===== src/rtl/mipi_tx_pattern_gen.sv =====
`default_nettype none
// ============================================================================
// Module   : mipi_tx_pattern_gen
// Purpose  : Self-timed RAW10 video source for the MIPI CSI-2 TX pixel port.
//            Emits complete frames (vsync, hsync, valid, 6 pixels per beat).
//            It stands in for the RX-to-TX line-buffer path during bring-up
//            and link test when no camera is attached.
// Revision : 1.0 - initial release
// ----------------------------------------------------------------------------
// Ports:
//   sys_clk      in   1   clock
//   i_arstn      in   1   asynchronous reset, active-low
//   i_enable     in   1   run request, sampled in IDLE and on the last VFP cycle
//   i_pattern    in   2   0=solid 1=ramp 2=colour bars 3=checkerboard
//   i_solid      in  10   pixel value for the solid pattern
//   o_vsync      out  1   -> mipi_inst2_VSYNC
//   o_hsync      out  1   -> mipi_inst2_HSYNC
//   o_valid      out  1   -> mipi_inst2_VALID
//   o_data       out 64   -> mipi_inst2_DATA, pixel k in [10k+9:10k]
//   o_type       out  6   constant 6'h2B (RAW10)
//   o_hres       out 16   constant HRES
//   o_frame_cnt  out 16   frames started, wraps
//   o_busy       out  1   high whenever the generator is not idle
// Build option:
//   MIPI_PG_FRAME_TAG_EN - when defined, pixel 0 of line 0 / beat 0 carries
//   the low 10 bits of the frame counter.
// ============================================================================
module mipi_tx_pattern_gen #(
  parameter int HRES       = 1920,  // multiple of 48
  parameter int VRES       = 1080,
  parameter int VSYNC_CYC  = 16,
  parameter int VBP_CYC    = 64,
  parameter int HSYNC_CYC  = 4,
  parameter int HS2DE_CYC  = 8,
  parameter int HBLANK_CYC = 40,
  parameter int VFP_CYC    = 64
) (
  input  logic        sys_clk,
  input  logic        i_arstn,
  input  logic        i_enable,
  input  logic [1:0]  i_pattern,
  input  logic [9:0]  i_solid,
  output logic        o_vsync,
  output logic        o_hsync,
  output logic        o_valid,
  output logic [63:0] o_data,
  output logic [5:0]  o_type,
  output logic [15:0] o_hres,
  output logic [15:0] o_frame_cnt,
  output logic        o_busy
);

  // Terminal counts for the per-state cycle counter.
  localparam logic [15:0] VS_LAST    = 16'(VSYNC_CYC - 1);
  localparam logic [15:0] VBP_LAST   = 16'(VBP_CYC - 1);
  localparam logic [15:0] HS_LAST    = 16'(HSYNC_CYC - 1);
  localparam logic [15:0] HS2DE_LAST = 16'(HS2DE_CYC - 1);
  localparam logic [15:0] BEAT_LAST  = 16'(HRES / 6 - 1);
  localparam logic [15:0] HBLK_LAST  = 16'(HBLANK_CYC - 1);
  localparam logic [15:0] VFP_LAST   = 16'(VFP_CYC - 1);
  localparam logic [15:0] LINE_LAST  = 16'(VRES - 1);
  // One colour bar is HRES/8 pixels = HRES/48 beats.
  localparam logic [15:0] BAR_LAST   = 16'(HRES / 48 - 1);

  typedef enum logic [2:0] {
    ST_IDLE   = 3'd0,
    ST_VS     = 3'd1,
    ST_VBP    = 3'd2,
    ST_HS     = 3'd3,
    ST_HS2DE  = 3'd4,
    ST_ACTIVE = 3'd5,
    ST_HBLK   = 3'd6,
    ST_VFP    = 3'd7
  } state_t;

  state_t      state_q, state_d;
  logic [15:0] cnt_q, cnt_d;        // cycles in state; beat index in ACTIVE
  logic [15:0] line_q, line_d;
  logic [2:0]  bar_q, bar_d;        // colour bar index of the current beat
  logic [15:0] barcnt_q, barcnt_d;  // beat position inside the current bar
  logic [15:0] frame_q, frame_d;
  logic [1:0]  pat_q, pat_d;
  logic [9:0]  solid_q, solid_d;
  logic        start_frame;

  logic        vsync_q, hsync_q, valid_q, busy_q;
  logic [63:0] data_q, data_d;
  logic [9:0]  xbase;

  // --------------------------------------------------------------------------
  // Pixel value for one pixel; x is only needed modulo 1024.
  // --------------------------------------------------------------------------
  function automatic logic [9:0] f_pixel(input logic [1:0] pat,
                                         input logic [9:0] solid,
                                         input logic [9:0] x,
                                         input logic [2:0] bar,
                                         input logic       y6);
    logic [9:0] v;
    case (pat)
      2'd0:    v = solid;
      2'd1:    v = x;
      2'd2:    v = {bar, bar, bar, bar[0]};
      default: v = (x[6] ^ y6) ? 10'h3FF : 10'h000;
    endcase
    return v;
  endfunction

  // --------------------------------------------------------------------------
  // Next-state logic
  // --------------------------------------------------------------------------
  always_comb begin
    state_d     = state_q;
    cnt_d       = cnt_q + 16'd1;
    line_d      = line_q;
    bar_d       = bar_q;
    barcnt_d    = barcnt_q;
    frame_d     = frame_q;
    pat_d       = pat_q;
    solid_d     = solid_q;
    start_frame = 1'b0;

    case (state_q)
      ST_IDLE: begin
        cnt_d = '0;
        if (i_enable) begin
          state_d     = ST_VS;
          start_frame = 1'b1;
        end
      end
      ST_VS: begin
        if (cnt_q == VS_LAST) begin
          state_d = ST_VBP;
          cnt_d   = '0;
        end
      end
      ST_VBP: begin
        if (cnt_q == VBP_LAST) begin
          state_d = ST_HS;
          cnt_d   = '0;
          line_d  = '0;
        end
      end
      ST_HS: begin
        if (cnt_q == HS_LAST) begin
          state_d = ST_HS2DE;
          cnt_d   = '0;
        end
      end
      ST_HS2DE: begin
        if (cnt_q == HS2DE_LAST) begin
          state_d  = ST_ACTIVE;
          cnt_d    = '0;
          bar_d    = '0;
          barcnt_d = '0;
        end
      end
      ST_ACTIVE: begin
        if (cnt_q == BEAT_LAST) begin
          state_d = ST_HBLK;
          cnt_d   = '0;
        end else if (barcnt_q == BAR_LAST) begin
          // Bar boundary: step the bar index instead of dividing x.
          barcnt_d = '0;
          bar_d    = bar_q + 3'd1;
        end else begin
          barcnt_d = barcnt_q + 16'd1;
        end
      end
      ST_HBLK: begin
        if (cnt_q == HBLK_LAST) begin
          cnt_d = '0;
          if (line_q == LINE_LAST) begin
            state_d = ST_VFP;
          end else begin
            state_d = ST_HS;
            line_d  = line_q + 16'd1;
          end
        end
      end
      ST_VFP: begin
        if (cnt_q == VFP_LAST) begin
          cnt_d = '0;
          if (i_enable) begin
            state_d     = ST_VS;
            start_frame = 1'b1;
          end else begin
            state_d = ST_IDLE;
          end
        end
      end
      default: begin
        state_d = ST_IDLE;
        cnt_d   = '0;
      end
    endcase

    // Pattern selection is frozen for the whole frame.
    if (start_frame) begin
      frame_d = frame_q + 16'd1;
      pat_d   = i_pattern;
      solid_d = i_solid;
    end
  end

  // --------------------------------------------------------------------------
  // Pixel data for the beat about to be presented. Zero outside ACTIVE.
  // --------------------------------------------------------------------------
  always_comb begin
    data_d = '0;
    // x of pixel 0 = 6 * beat, kept modulo 1024.
    xbase  = {cnt_d[7:0], 2'b00} + {cnt_d[8:0], 1'b0};
    if (state_d == ST_ACTIVE) begin
      for (int k = 0; k < 6; k++) begin
        data_d[10*k +: 10] = f_pixel(pat_q, solid_q, xbase + 10'(k),
                                     bar_d, line_q[6]);
      end
`ifdef MIPI_PG_FRAME_TAG_EN
      if ((line_q == 16'd0) && (cnt_d == 16'd0)) begin
        data_d[9:0] = frame_q[9:0];
      end
`endif
    end
  end

  // --------------------------------------------------------------------------
  // State and output registers. Outputs are registered from the next state so
  // they line up with the state they describe.
  // --------------------------------------------------------------------------
  always_ff @(posedge sys_clk or negedge i_arstn) begin
    if (!i_arstn) begin
      state_q  <= ST_IDLE;
      cnt_q    <= '0;
      line_q   <= '0;
      bar_q    <= '0;
      barcnt_q <= '0;
      frame_q  <= '0;
      pat_q    <= '0;
      solid_q  <= '0;
      vsync_q  <= 1'b0;
      hsync_q  <= 1'b0;
      valid_q  <= 1'b0;
      busy_q   <= 1'b0;
      data_q   <= '0;
    end else begin
      state_q  <= state_d;
      cnt_q    <= cnt_d;
      line_q   <= line_d;
      bar_q    <= bar_d;
      barcnt_q <= barcnt_d;
      frame_q  <= frame_d;
      pat_q    <= pat_d;
      solid_q  <= solid_d;
      vsync_q  <= (state_d == ST_VS);
      hsync_q  <= (state_d == ST_HS);
      valid_q  <= (state_d == ST_ACTIVE);
      busy_q   <= (state_d != ST_IDLE);
      data_q   <= data_d;
    end
  end

  assign o_vsync     = vsync_q;
  assign o_hsync     = hsync_q;
  assign o_valid     = valid_q;
  assign o_data      = data_q;
  assign o_busy      = busy_q;
  assign o_frame_cnt = frame_q;
  assign o_type      = 6'h2B;
  assign o_hres      = 16'(HRES);

endmodule
`default_nettype wire


===== config.mk =====
export PLATFORM = sky130hd
export DESIGN_NAME = mipi_tx_pattern_gen
export DESIGN_NICKNAME = d
export VERILOG_FILES = /design/src/rtl/mipi_tx_pattern_gen.sv
export SDC_FILE = /design/constraint.sdc
export NUM_CORES = 1
export LEC_CHECK = 0
export CAP_MARGIN = 20
export CORE_MARGIN = 8
export CORE_UTILIZATION = 53
export CTS_CLUSTER_SIZE = 10
export DETAILED_ROUTE_END_ITERATION = 7
export PLACE_DENSITY = 0.8
export SLEW_MARGIN = 5
export SYNTH_ARGS = -nofsm -noshare
export SYNTH_HDL_FRONTEND = slang
export SYNTH_SLANG_ARGS = --single-unit

===== constraint.sdc =====
create_clock -name sys_clk -period 5.89 [get_ports sys_clk]
set_input_delay 1.178 -clock sys_clk [delete_from_list [all_inputs] [get_ports sys_clk]]
set_output_delay 1.178 -clock sys_clk [all_outputs]
set_load 0.005 [all_outputs]

==> impl_results.md, run 1 <==
- Share of flip-flops with an asynchronous set or reset: 100.0%
- Initial antenna violation count: 0
- Hold_buf cts: 0
- Max-slew violation count: 0
- Slowest CP cell: or3_1
- Initial Util: between 50% and 60%
- Slew headroom: 34.71%
- Worst setup SP type: flop
- CTS tree: done
- Status: finished clean
- Reg clk slew, reported paths: roughly 0.05 ns
- Clock Latency Late Sink: around 0.42 ns
- Worst Max-Slew Pin Slew: 0.9750 ns
- First-pass DRT Iterations: 5
- Via density: 5.512
- ANT cells: 0
- Critical-path cell list: ha_1 -> nor3b_2 -> nand4_1 -> o211ai_1 -> and3_1 -> buf_4 -> nand2b_1 -> inv_1 -> ha_1 -> fa_1 -> a21o_1 -> a21oi_1 -> xnor3_1 -> or4bb_1 -> mux2i_1 -> or3_1 -> or3b_1 -> nand3_1
- Multiplexer share of the synthesized area: less than 1%
- Clock buffer depth: 2
- Peak VDD IR: approximately 190 uV
- Gr usage total: 19.37%
- CP Data Required Time: ~6.2 ns
- MaxCap Viol Count: 0
- Endpoints failing setup: 0
- Period Utilization, post-route: 90.23%
- Simple-gate share of the synthesized area: a little under a quarter
- Fmax: about 0.19 GHz
- Seq cells post-synth: 119
- Site Rows: between 40 and 50
- Fin area: slightly above 8000 um2
- Synth Area in XOR/XNOR: around 8.3%
- Final core utilization: between 60% and 70%
- CTS root buffer: clkbuf_16
- Share of cells above drive strength 1: 7.759%
- Placed instance area: 7491 um2
- DIE AREA: between 15,000 and 20,000 um2
- Number of routed nets with antenna violations: 0
- Die Y: between 100 and 150 um
- Fin Hold WS: roughly 0.47 ns
- Fin Clk Skew: about 0.0057 ns
- Final net count: 829
- Sequential cell area: 2978 um2
- Resized cells post-CTS: 0
- RSZ-0062 raised after global routing: no
- Compound-Gate Fraction of Synth Area: roughly a tenth
- Crit-path most repeated cell: ha_1
- Clk sinks: 119
- Core footprint: 12,520 um2
- P_leak: about 3.8 nW
- Synth Instances: about 740
- TNS Setup: 0 ns
- Count of input and output buffers: 94
- Remaining DRCs: 0
- Vias in the first global route: between 5,000 and 6,000
- Total power: a little under 2 mW
- Syn_area_per_cell: 9.145 um2
- Routed via count: 5,424
- WL/cell: around 16 um
- Synth Area in Adders: a little under 3%
- H-tree levels: 4
- Final wirelength: approximately 16 mm
- Pwr per Cell Area: 240.3 nW/um2
- Kind of critical path: reg -> reg
- Hold Path Class: reg -> reg
- Hold Vio Cnt, Final: 0
- Ys Warns: 0
- Most common cell after layout, fill and taps aside: dfrtp_1
- Cell variety after synth: 68
- GP Congestion: roughly 0.9
- Final HPWL DP: between 10 and 15 mm
- Crit Path Max Fanout: 15
- Commonest non-fill, non-tap cells in the layout: dfrtp_1 (119), nand2_1 (105), clkdlybuf4s50_1 (93)
- Area growth syn-to-layout: 20.53%
- Number of synthesized flops with an enable pin: 0
- Die X: approximately 130 um
- Most used DFF post-synth: dfrtp_1
- Worst setup EP type: flop
- First-pass GRT wire length: roughly 26 mm
- Post-layout minimum cycle time: 5.315 ns
- Combinational family with the most area after synthesis: simple AND/OR/NAND/NOR gates
- Max incr delay on CP: around 0.54 ns
- Post-synthesis sequential area ratio: ~44%
- Filler instances: between 1,000 and 1,500
- Mapped Area: slightly below 7000 um2
- Post-CTS setup buffers: 0
- Starting DRT DRC Count: just under 500
- Num CTS Buffers: 17
- Remaining Overflow, GRT: 0
- Largest net degree at the start of global routing: 71
- Multi-input logic area: 3251 um2
- I/O Pins: approximately 120
- Critical Path AT: about 5.7 ns
stage by stage:
stage | worst slack (ns) | std cells
2_1_floorplan | 1.393 | 761
3_3_place_gp | 0.9216 | 952
3_5_place_dp | 0.6663 | 952
4_1_cts | 0.6255 | 984
5_1_grt | 0.2377 | 984
6_report | 0.5753 | 984
synth_stat cells, drive strengths merged (6+ instances only):
cell type	number	area (um2)
dfrtp	119	2978
nand2	105	394.1
nor2	74	277.8
buf	63	473.0
a21oi	37	185.2
o21ai	36	187.7
xor2	31	271.5
xnor2	30	262.8
and3	25	156.4
nand3	24	120.1
nand4	23	165.2
inv	19	71.31
clkbuf	17	63.81
ha	14	175.2
nor3	14	75.07
or2	10	62.56
nor4	8	71.32
nand2b	7	43.79
or3	7	43.79
a211oi	6	45.04
a21o	6	45.04
state kept, by name (all words and copies together), names as in the netlist:
name	flops
bar_q	3
barcnt_q	16
cnt_q	16
line_q	16
o_busy	1
o_data	33
o_frame_cnt	16
o_hsync	1
o_valid	1
o_vsync	1
pat_q	2
solid_q	10
state_q	3
final timing paths:
| check | startpoint | endpoint | slack [ns] | cells past startpoint |
|---|---|---|---|---|
| max | cnt_q[0] | o_data[39] | 0.58 | 18 |
| min | o_frame_cnt[15] | o_frame_cnt[15] | 0.47 | 1 |
| max reg2reg | cnt_q[0] | o_data[39] | 0.58 | 18 |
| min reg2reg | o_frame_cnt[15] | o_frame_cnt[15] | 0.47 | 1 |
| max in group asynchronous | i_arstn | o_data[38] | 3.86 | 2 |
| min in group asynchronous | i_arstn | line_q[1] | 0.88 | 1 |
layout make-up:
| type | instances | area share [%] |
|---|---|---|
| Multi-Input combinational cell | 543 | 40.01 |
| Sequential cell | 119 | 36.65 |
| Timing Repair Buffer | 99 | 12.01 |
| Clock buffer | 23 | 6.006 |
| Tap cell | 172 | 2.649 |
| Clock inverter | 9 | 1.787 |
| Inverter | 19 | 0.8779 |
power breakdown:
part | switching (mW) | leakage [nW] | internal, mW
clock | 0.356 | 0.317 | 0.748
sequential | 0 | 1.64 | 0.819
combinational | 0.0215 | 1.82 | 0.00843
routing by layer:
metal / vias up / part of all wire (%) / track usage (%)
met5: - / 0 / 0
met4: 0 / 1.7 / 6.565
met3: 23 / 6.4 / 5.792
met2: 161 / 51 / 32.82
met1: 2655 / 41 / 22.96
li1: 2585 / - / -
worst max-delay path, delay by kind of cell, from the launching register on:
kind	cells	cell delay, ns
and+or+nand+nor	8	2.31
xor gates and xnor gates	1	0.34
AOI/OAI and AO/OA	3	0.82
DFF	1	0.44
adders and majority gates	3	0.95
muxes	1	0.07
buffers and inverters	2	0.31
cells by family (layout without fill, tap and decap cells):
| kind of cell | count (synthesis) | in the layout |
|---|---|---|
| and+or+nand+nor | 321 | 321 |
| DFF | 119 | 119 |
| AOI/OAI and AO/OA | 113 | 113 |
| buffers and inverters | 99 | 150 |
| xor gates and xnor gates | 62 | 62 |
| adders and majority gates | 15 | 15 |
| muxes | 6 | 6 |
| other | 2 | 26 |
Power figures use the tool's default switching activity.
==> run 2: changes to the inputs <==
- GPL_TIMING_DRIVEN: default -> 0
==> impl_results.md, run 2 (synthesized netlist as in run 1, its figures left out) <==
- Starting DRT DRC Count: 446 (-9.7%)
- Worst Max-Slew Pin Slew: 0.9175 ns (-0.05751 ns)
- Period Utilization, post-route: 92.38% (+2.2 points)
- Clk sinks: 119 (unchanged)
- Commonest non-fill, non-tap cells in the layout: dfrtp_1 (119), nand2_1 (105), clkdlybuf4s50_1 (93)
- First-pass GRT wire length: 27.92 mm (+9.3%)
- WL/cell: 15.78 um (-2.1%)
- Remaining Overflow, GRT: 0 (unchanged)
- Vias in the first global route: 5,669 (+9.6%)
- Worst setup SP type: flop
- Core footprint: 12,520 um2 (unchanged)
- Worst setup EP type: flop
- DIE AREA: 16,580 um2 (unchanged)
- MaxCap Viol Count: 0 (unchanged)
- Most common cell after layout, fill and taps aside: dfrtp_1
- ANT cells: 0 (unchanged)
- Dpl ws: 0.4087 ns (-0.2576 ns)
- Worst setup margin: 0.4486 ns (-0.1267 ns)
- Final core utilization: 69.02% (+4.1 points)
- Filler instances: 999 (-4.5%)
- Slew headroom: 38.36% (+3.6 points)
- Via density: 5.365 (-2.7%)
- Resized cells post-CTS: 0 (unchanged)
- Post-CTS setup buffers: 0 (unchanged)
- Fin Clk Skew: 0.009021 ns (+0.003352 ns)
- TNS Setup: 0 ns (unchanged)
- Final HPWL DP: 12.38 mm (+7.2%)
- Count of input and output buffers: 94 (unchanged)
- Hold Path Class: reg -> reg
- Max-slew violation count: 0 (unchanged)
- Share of cells above drive strength 1: 13.67% (+5.9 points)
- Status: finished clean
- Endpoints failing setup: 0 (unchanged)
- Crit Path Max Fanout: 15 (unchanged)
- Reg clk slew, reported paths: 0.06 ns (about the same)
- Pwr per Cell Area: 225.0 nW/um2 (-6.4%)
- First-pass DRT Iterations: 5 (unchanged)
- H-tree levels: 4 (unchanged)
- Die X: 128.8 um (unchanged)
- Remaining DRCs: 0 (unchanged)
- GP Congestion: 0.9157 (+2.2%)
- Clock buffer depth: 2 (unchanged)
- Final net count: 905 (+9.2%)
- P_leak: 4.094 nW (+8.6%)
- Initial Util: 53.85% (unchanged)
- Die Y: 128.8 um (unchanged)
- Site Rows: 41 (unchanged)
- Peak VDD IR: 188.1 uV (-1.4%)
- CTS root buffer: clkbuf_16
- Clock Latency Late Sink: 0.43 ns (about the same)
- Post-layout minimum cycle time: 5.441 ns (+0.1267 ns)
- Num CTS Buffers: 17 (unchanged)
- Fmax: 0.1838 GHz (-2.3%)
- CTS tree: done
- Routed via count: 5,671 (+4.6%)
- Hold_buf cts: 0 (unchanged)
- Number of routed nets with antenna violations: 0 (unchanged)
- Largest net degree at the start of global routing: 65 (-8.5%)
- Area growth syn-to-layout: 28.18%
- Sequential cell area: 2978 um2 (unchanged)
- Max FFs per register: 33 (unchanged)
- Kind of critical path: reg -> reg
- Critical Path AT: 5.72 ns (+0.05 ns)
- Final wirelength: 16.68 mm (+5.2%)
- Multi-input logic area: 3251 um2 (unchanged)
- Hold Vio Cnt, Final: 0 (unchanged)
- CP Data Required Time: 6.17 ns (-0.07 ns)
- I/O Pins: 121 (unchanged)
- RSZ-0062 raised after global routing: no
- Initial antenna violation count: 0 (unchanged)
- Gr usage total: 21.00% (+1.6 points)
[run 2: changes by cell type in the layout (fill, tap and decap cells not counted)]
cell,delta
buf_4,+47
clkbuf_1,+14
buf_2,+6
buf_6,+5
clkinv_2,-2
clkinvlp_4,+2
buf_16,+1
clkbuf_2,+1
clkbuf_8,-1
nor3b_2,-1
nor3b_4,+1
nor4_1,+1
nor4_2,-1
[run 2: metrics by stage]
step	power (mW)	hold slack, ns	std cells	cell area, um2
3_3_place_gp	0.8743	0.4565	1027	7986
3_5_place_dp	0.8769	0.4698	1028	8015
2_1_floorplan	0.8490	0.4460	761	6830
4_1_cts	1.958	0.4845	1057	8632
5_1_grt	2.004	0.5214	1057	8640
6_report	1.944	0.4808	1057	8640
[run 2: worst paths after layout]
kind,startpoint,to,slack (ns),cells past startpoint
worst max-delay path,cnt_q[0],o_data[37],0.45,18
worst min-delay path,solid_q[4],solid_q[4],0.48,2
worst max register to register,cnt_q[0],o_data[37],0.45,18
worst min register to register,solid_q[4],solid_q[4],0.48,2
max in group asynchronous,i_arstn,o_data[30],4.51,2
min in group asynchronous,i_arstn,line_q[12],0.69,1
[run 2: area by class of cell]
type | count | share of cell area [%]
Tap cell | 172 | 2.491
Sequential cell | 119 | 34.47
Multi-Input combinational cell | 543 | 37.62
Timing Repair Buffer | 96 | 11.28
Clock buffer | 20 | 5.402
Buffer | 79 | 6.169
Inverter | 19 | 0.8255
Clock inverter | 9 | 1.738
[run 2: routing by layer]
layer  up-vias  track usage, %  share of wire [%]
met5         -               0                  0
met4         0           9.883                2.3
met3        34           5.792                6.9
met2       172           34.88                 50
met1      2734           24.77                 41
li1       2731               -                  -
[run 2: where the power goes]
group / total, mW / internal [mW] / switching [mW]
sequential: 0.819 / 0.819 / 0
combinational: 0.0444 / 0.0210 / 0.0234
clock: 1.08 / 0.730 / 0.351
[run 2: critical path: stages (launching register included)]
cell	delay, ns
dfrtp_1	0.46
ha_1	0.34
nor3b_4	0.39
nand4_1	0.29
o211ai_1	0.32
and3_1	0.21
buf_6	0.17
nand2b_1	0.16
inv_1	0.11
ha_1	0.22
fa_1	0.40
a21o_1	0.18
a21oi_1	0.35
xnor3_1	0.32
or4bb_1	0.54
mux2i_1	0.14
or3_1	0.17
clkbuf_1	0.40
nor2_1	0.12
==> run 3: changes to the inputs <==
- CTS_CLUSTER_SIZE: 10 -> 28
==> results of run 3 <==
No change in the layout: final DEF, timing and power equal those of run 2.
